==> src/rtl/popcount_accumulator_pkg.sv <==
// Shared constants, carry-save vector type and count-width helper for the
// pipelined popcount accumulator.
package popcount_pkg;

    localparam int CELL_IN  = 5;
    localparam int CELL_OUT = 3;
    // Wide enough for any practical IN_W; the top keeps only CNT_W bits of the final add.
    localparam int CSA_W    = 16;

    typedef struct packed {
        logic [CSA_W-1:0] sum;
        logic [CSA_W-1:0] carry;
    } csa_vec_t;

    function automatic int cnt_width(input int in_w);
        return $clog2(in_w + 1);
    endfunction

endpackage

==> src/rtl/popcount_accumulator_if.sv <==
// Stream bundle for the popcount accumulator: input beat channel and result channel.
interface popcount_accumulator_if #(
    parameter int IN_W  = 15,
    parameter int ACC_W = 16
);
    import popcount_pkg::*;

    localparam int CNT_W = cnt_width(IN_W);

    // Both channels: a beat transfers on a rising edge where valid & ready are both 1;
    // the producer holds valid and data steady until that transfer happens.
    logic             in_valid;
    logic             in_ready;
    logic [IN_W-1:0]  in_bits;
    logic             in_last;
    logic             out_valid;
    logic             out_ready;
    logic [CNT_W-1:0] out_count;
    logic [ACC_W-1:0] out_total;
    logic             out_last;
    logic             out_ovf;

    modport master (
        output in_valid, in_bits, in_last, out_ready,
        input  in_ready, out_valid, out_count, out_total, out_last, out_ovf
    );

    modport slave (
        input  in_valid, in_bits, in_last, out_ready,
        output in_ready, out_valid, out_count, out_total, out_last, out_ovf
    );

endinterface

==> src/rtl/popcount_accumulator_csa_cell.sv <==
// One 5:3 counter cell: number of ones among five inputs as a 3-bit weight.
module csa_cell_5to3
    import popcount_pkg::*;
(
    input  logic [CELL_IN-1:0]  i_bits,
    output logic [CELL_OUT-1:0] o_weight
);

    always_comb begin
        o_weight = '0;
        for (int k = 0; k < CELL_IN; k++) begin
            o_weight = o_weight + CELL_OUT'(i_bits[k]);
        end
    end

endmodule

==> src/rtl/popcount_accumulator.sv <==
// Two-stage popcount with per-frame running total. Define ACC_SAT_EN to make
// out_total saturate at all-ones on overflow instead of wrapping.
module popcount_accumulator
    import popcount_pkg::*;
#(
    parameter int IN_W  = 15,
    parameter int ACC_W = 16
) (
    input  logic clk,
    input  logic rst,
    input  logic clr,
    popcount_accumulator_if.slave bus
);

    localparam int CNT_W = cnt_width(IN_W);
    localparam int NG    = (IN_W + CELL_IN - 1) / CELL_IN;
    localparam int PAD_W = NG * CELL_IN;
    localparam int SUM_W = ACC_W + 1;

    logic [PAD_W-1:0]    w_padded;
    logic [CELL_OUT-1:0] w_weight [NG];
    csa_vec_t            w_csa;
    logic [CSA_W-1:0]    w_x, w_s_n, w_c_n;

    logic                r_s1_valid;
    csa_vec_t            r_s1_csa;
    logic                r_s1_last;
    logic                r_out_valid;
    logic [CNT_W-1:0]    r_count;
    logic [ACC_W-1:0]    r_acc;
    logic                r_last;
    logic                r_ovf;
    logic                r_frame_start;

    logic                w_s1_adv, w_in_ready, w_accept;
    logic [CNT_W-1:0]    w_count;
    logic [ACC_W-1:0]    w_base, w_total_next;
    logic [SUM_W-1:0]    w_sum_ext;
    logic                w_ovf_next;

    assign w_padded = PAD_W'(bus.in_bits);

    for (genvar g = 0; g < NG; g++) begin : g_cell
        csa_cell_5to3 u_cell (
            .i_bits   (w_padded[g*CELL_IN +: CELL_IN]),
            .o_weight (w_weight[g])
        );
    end

    // Fold the cell weights into one sum/carry pair; no carry propagates in S1.
    always_comb begin
        w_csa = '0;
        w_x   = '0;
        w_s_n = '0;
        w_c_n = '0;
        for (int g = 0; g < NG; g++) begin
            w_x   = CSA_W'(w_weight[g]);
            w_s_n = w_csa.sum ^ w_csa.carry ^ w_x;
            w_c_n = ((w_csa.sum & w_csa.carry) | (w_csa.sum & w_x) | (w_csa.carry & w_x)) << 1;
            w_csa.sum   = w_s_n;
            w_csa.carry = w_c_n;
        end
    end

    assign w_s1_adv   = !r_out_valid | bus.out_ready;
    assign w_in_ready = !rst & !clr & (!r_s1_valid | w_s1_adv);
    assign w_accept   = bus.in_valid & w_in_ready;

    assign w_count    = CNT_W'(r_s1_csa.sum + r_s1_csa.carry);
    assign w_base     = r_frame_start ? '0 : r_acc;
    assign w_sum_ext  = {1'b0, w_base} + SUM_W'(w_count);
    assign w_ovf_next = (!r_frame_start & r_ovf) | w_sum_ext[ACC_W];

`ifdef ACC_SAT_EN
    assign w_total_next = w_ovf_next ? {ACC_W{1'b1}} : w_sum_ext[ACC_W-1:0];
`else
    assign w_total_next = w_sum_ext[ACC_W-1:0];
`endif

    always_ff @(posedge clk) begin
        if (rst) begin
            r_s1_valid    <= 1'b0;
            r_s1_csa      <= '0;
            r_s1_last     <= 1'b0;
            r_out_valid   <= 1'b0;
            r_count       <= '0;
            r_acc         <= '0;
            r_last        <= 1'b0;
            r_ovf         <= 1'b0;
            r_frame_start <= 1'b1;
        end else if (clr) begin
            r_s1_valid    <= 1'b0;
            r_out_valid   <= 1'b0;
            r_acc         <= '0;
            r_ovf         <= 1'b0;
            r_frame_start <= 1'b1;
        end else begin
            if (w_in_ready) begin
                r_s1_valid <= bus.in_valid;
                if (w_accept) begin
                    r_s1_csa  <= w_csa;
                    r_s1_last <= bus.in_last;
                end
            end
            if (w_s1_adv) begin
                r_out_valid <= r_s1_valid;
                if (r_s1_valid) begin
                    r_count       <= w_count;
                    r_acc         <= w_total_next;
                    r_last        <= r_s1_last;
                    r_ovf         <= w_ovf_next;
                    r_frame_start <= r_s1_last;
                end
            end
        end
    end

    assign bus.in_ready  = w_in_ready;
    assign bus.out_valid = r_out_valid;
    assign bus.out_count = r_count;
    assign bus.out_total = r_acc;
    assign bus.out_last  = r_last;
    assign bus.out_ovf   = r_ovf;

endmodule

==> src/flat_wrapper.sv <==
// flat-port wrapper written by rule: the top's interface ports become plain ports
module popcount_accumulator_flat import popcount_pkg::*;
#(
    parameter int IN_W  = 15,
    parameter int ACC_W = 16
)
  (clk, rst, clr, bus_in_valid, bus_in_bits, bus_in_last, bus_out_ready, bus_in_ready, bus_out_valid, bus_out_count, bus_out_total, bus_out_last, bus_out_ovf);
  popcount_accumulator_if #(.IN_W(IN_W), .ACC_W(ACC_W)) bus_i ();
  input  logic clk;
  input  logic rst;
  input  logic clr;
  input wire logic [$bits(bus_i.in_valid)-1:0] bus_in_valid;
  input wire logic [$bits(bus_i.in_bits)-1:0] bus_in_bits;
  input wire logic [$bits(bus_i.in_last)-1:0] bus_in_last;
  input wire logic [$bits(bus_i.out_ready)-1:0] bus_out_ready;
  output wire logic [$bits(bus_i.in_ready)-1:0] bus_in_ready;
  output wire logic [$bits(bus_i.out_valid)-1:0] bus_out_valid;
  output wire logic [$bits(bus_i.out_count)-1:0] bus_out_count;
  output wire logic [$bits(bus_i.out_total)-1:0] bus_out_total;
  output wire logic [$bits(bus_i.out_last)-1:0] bus_out_last;
  output wire logic [$bits(bus_i.out_ovf)-1:0] bus_out_ovf;
  assign bus_i.in_valid = bus_in_valid;
  assign bus_i.in_bits = bus_in_bits;
  assign bus_i.in_last = bus_in_last;
  assign bus_i.out_ready = bus_out_ready;
  assign bus_in_ready = bus_i.in_ready;
  assign bus_out_valid = bus_i.out_valid;
  assign bus_out_count = bus_i.out_count;
  assign bus_out_total = bus_i.out_total;
  assign bus_out_last = bus_i.out_last;
  assign bus_out_ovf = bus_i.out_ovf;
  popcount_accumulator #(.IN_W(IN_W), .ACC_W(ACC_W)) u_core (.clk(clk), .rst(rst), .clr(clr), .bus(bus_i));
endmodule
==> config.mk <==
export PLATFORM = sky130hd
export DESIGN_NAME = popcount_accumulator_flat
export DESIGN_NICKNAME = d
export VERILOG_FILES = /design/src/rtl/popcount_accumulator_pkg.sv /design/src/rtl/popcount_accumulator_if.sv /design/src/rtl/popcount_accumulator_csa_cell.sv /design/src/rtl/popcount_accumulator.sv /design/src/flat_wrapper.sv
export SDC_FILE = /design/constraint.sdc
export NUM_CORES = 1
export LEC_CHECK = 0
export BUFFER_PORTS_ARGS = -buffer_cell sky130_fd_sc_hd__buf_2
export CAP_MARGIN = 20
export CORE_MARGIN = 2
export CORE_UTILIZATION = 52
export DETAILED_ROUTE_END_ITERATION = 7
export PLACE_DENSITY_LB_ADDON = 0.3
export REMOVE_ABC_BUFFERS = 1
export SETUP_SLACK_MARGIN = 0.2
export SLEW_MARGIN = 15
export SYNTH_ARGS = -nofsm -noshare
export SYNTH_HDL_FRONTEND = slang
export SYNTH_HIERARCHICAL = 1
export SYNTH_SLANG_ARGS = --single-unit
==> constraint.sdc <==
create_clock -name clk -period 3.6 [get_ports clk]
set_input_delay 0.18 -clock clk [delete_from_list [all_inputs] [get_ports clk]]
set_output_delay 0.18 -clock clk [all_outputs]
set_load 0.005 [all_outputs]
==> flow_summary.yaml <==
power:
  seqPwrFrac: 0.493
  finalPower_mw: 0.769
  ir_worst_vdd_uv: 173
  p_sw_mw: 0.212
  clkPwrFrac: 0.337
  swShare: 0.276
  comb_power_share: 0.170
  power_density_nw_per_um2: 326
  power.leakage_nw: 1.09
  p_int_mw: 0.556
synth:
  ys_ff_latch: 33
  async_flop_share: 0
  synth_cell_types: 53
  ys_warn_count: 6
  syn_area_um2: 2060
  ys_seq_area_frac: 0.321
  netlist_instances: 238
  synth_area_per_cell_um2: 8.65
  synth_edf_count: 0
  yosys_most_used_dff: "dfxtp_1"
global_route:
  antenna_found_initial: 0
  grt_max_degree: 18
  grt_pass1_vias: 1657
  grt-ovfl-total: 0
  grt_pass1_wl_mm: 7.29
  grt_usage: 0.218
clocking:
  tritoncts.num_buffers: 5
  cts.repair.resized: 0
  htree_num_levels: 2
  hold_buffers: 0
  tritoncts: "done"
  post_cts.repair.setup_buffers: 0
  clock_sinks: 33
  cts.clk_slew.worst_paths_ps: 70
  clk_latency_ps: 280
  clockBufferDepth: 2
  cts_root_buf: "clkbuf_8"
timing:
  drv_slew: 0
  fin_skew_ps: 4.72
  max-slew-margin-rel: 0.367
  rsz0062_at_grt: "false"
  finalHoldViolCount: 0
  finalCritPeriodShare: 0.732
  setup_viol: 0
  worstMarginPinSlew_ps: 948
  tns_ps: 0
  fmax_mhz: 380
  setup_ws_ps: 966
  min_period_ps: 2630
placed_design:
  pre_cts_ws_ps: 991
  dpl-instance-area_um2: 2280
  dp_hpwl_mm: 3.20
  port_buffers: 44
  gp_congestion: 0.838
finish:
  area_growth_syn_to_layout_pct: 14.5
  drive_gt1_frac: 0.219
  finish.instance_area_um2: 2360
  fin_nets: 322
  n_antenna_cell: 0
setup_path:
  path_cells: "ha_1 > fa_1 > xnor2_1 > xnor2_1 > ha_1 > o211ai_1 > a21oi_2 > nor2b_1 > nand4_1 > o21ai_0"
  r2r_cells: 10
  arrival_ps: 2840
  critical_path_class: "flip-flop to flip-flop"
  critPathCaptureType: "flip-flop"
  reg2reg_from: "u_core/r_s1_csa[1]"
  r2r_end: "u_core/bus.out_total[14]"
  slowest_delay_ps: 380
  slowest_stage: "ha_1"
  cp.required_ps: 3810
  cp_top_family: "adder cells"
  worstSetupEndpoint: "u_core/bus.out_total[14]"
  path_max_fanout: 10
  crit_cells: 10
  critPathBufInv: 0
  crit_start: "u_core/r_s1_csa[1]"
  rrSetupSlack_ps: 970
  start_kind: "flip-flop"
die:
  initial_core_util: 0.550
  chipHeight_um: 66.9
  num_io_pins: 45
  die_w_um: 66.9
  rows: 22
  coreArea_um2: 3740
  die-area_um2: 4480
drt:
  finalWirelength_mm: 4.26
  drcViolationCount: 0
  firstDrtPassIters: 5
  drtAntennaViolNets: 0
  via_per_inst: 5.54
  drt_iter0_drc: 136
  vias: 1807
  wl_per_cell_um: 13.1
hold_path:
  hold_depth: 3
  worstHoldStart: "bus_in_valid"
  hp-class: "input port to flip-flop"
run:
  cap_violations: 0
status:
  status: "complete, no violations"
==> per-stage QoR <==
step                      cells  utilization  hold WS [ps]
after floorplan             227            -           249
after global placement      320        0.610           404
after detailed placement    320        0.610           416
after CTS                   326        0.630           119
after global routing        326        0.630           160
final                       326        0.630           125
==> layout by cell type, fill, tap and decap left out, types with 2 or more instances in the layout <==
master / netlist / final
nand2_1: 23 / 23
nand2b_1: 5 / 5
a211oi_1: 6 / 6
xnor2_1: 2 / 2
fa_1: 10 / 10
buf_2: 2 / 44
clkbuf_8: 0 / 5
nand4_1: 6 / 6
dfxtp_1: 33 / 33
inv_1: 27 / 27
a31oi_1: 3 / 3
a21oi_1: 16 / 16
nand3_1: 4 / 4
and3_1: 3 / 3
a21oi_2: 2 / 2
ha_1: 12 / 12
nor2b_1: 5 / 5
o21ai_0: 14 / 14
a21o_1: 3 / 3
nor2_1: 19 / 19
mux2i_1: 4 / 4
==> worst register-to-register path: cells and delay by family (launching register included) <==
kind / cells / cell delay, ps
AOI/OAI and AO/OA: 3 / 660
xor gates and xnor gates: 2 / 280
adders and majority gates: 3 / 980
DFF: 1 / 320
and+or+nand+nor: 2 / 330
==> Yosys cell counts, types with 5 or more instances <==
library cell / count / area share
fa_1: 10 / 0.097
o21ai_0: 14 / 0.034
a211oi_1: 6 / 0.022
nand2_1: 23 / 0.042
nand2b_1: 5 / 0.015
ha_1: 12 / 0.073
inv_1: 27 / 0.049
nand4_1: 6 / 0.018
a21oi_1: 16 / 0.039
dfxtp_1: 33 / 0.32
nor2_1: 19 / 0.035
nor2b_1: 5 / 0.015
clkbuf_1: 6 / 0.011
==> power groups by stage <==
stage,Combinational [mW],Clock [mW],Sequential (mW)
floorplan,0.0873,0,0.386
global placement,0.128,0,0.387
detailed placement,0.134,0,0.387
CTS,0.134,0.263,0.379
global route,0.155,0.279,0.380
finish,0.131,0.259,0.379
==> registers in the layout, indices dropped and copies added (netlist names) <==
signal,count
u_core/r_s1_last,1
u_core/bus.out_count,4
u_core/r_s1_csa,7
u_core/bus.out_total,16
u_core/bus.out_ovf,1
u_core/r_frame_start,1
u_core/bus.out_valid,1
u_core/r_s1_valid,1
u_core/bus.out_last,1
==> metal layers <==
metal | track usage | share of wire | vias to the layer above
li1 | - | - | 898
met5 | 0 | 0 | -
met2 | 0.373 | 0.46 | 63
met4 | 0.0714 | 0.014 | 0
met3 | 0.0541 | 0.058 | 5
met1 | 0.265 | 0.47 | 841
==> area by class of cell <==
cell class	count	area (um2)
clock buffer	5	68.8
clock inverter	1	5.00
fill	372	1390
inverter	27	101
multi-input combinational	167	1230
sequential	33	661
tap	48	60.1
timing repair buffer	45	228
==> cell families (layout without fill, tap and decap cells) <==
group / count (synthesis) / after routing / synth area share
flops: 33 / 33 / 0.321
compound gates: 58 / 58 / 0.180
buf+inv: 38 / 78 / 0.0796
fa+ha+maj: 22 / 22 / 0.170
mux: 5 / 5 / 0.0249
xor+xnor: 3 / 3 / 0.0128
simple gates: 79 / 79 / 0.212
==> how the worst min path moves through the flow <==
stage                                   end
floorplan           u_core/bus.out_count[0]
global placement          u_core/r_s1_valid
detailed placement        u_core/r_s1_valid
CTS                       u_core/r_s1_valid
global route              u_core/r_s1_valid
finish                    u_core/r_s1_valid
No activity file was read; power rests on OpenSTA's default activity.
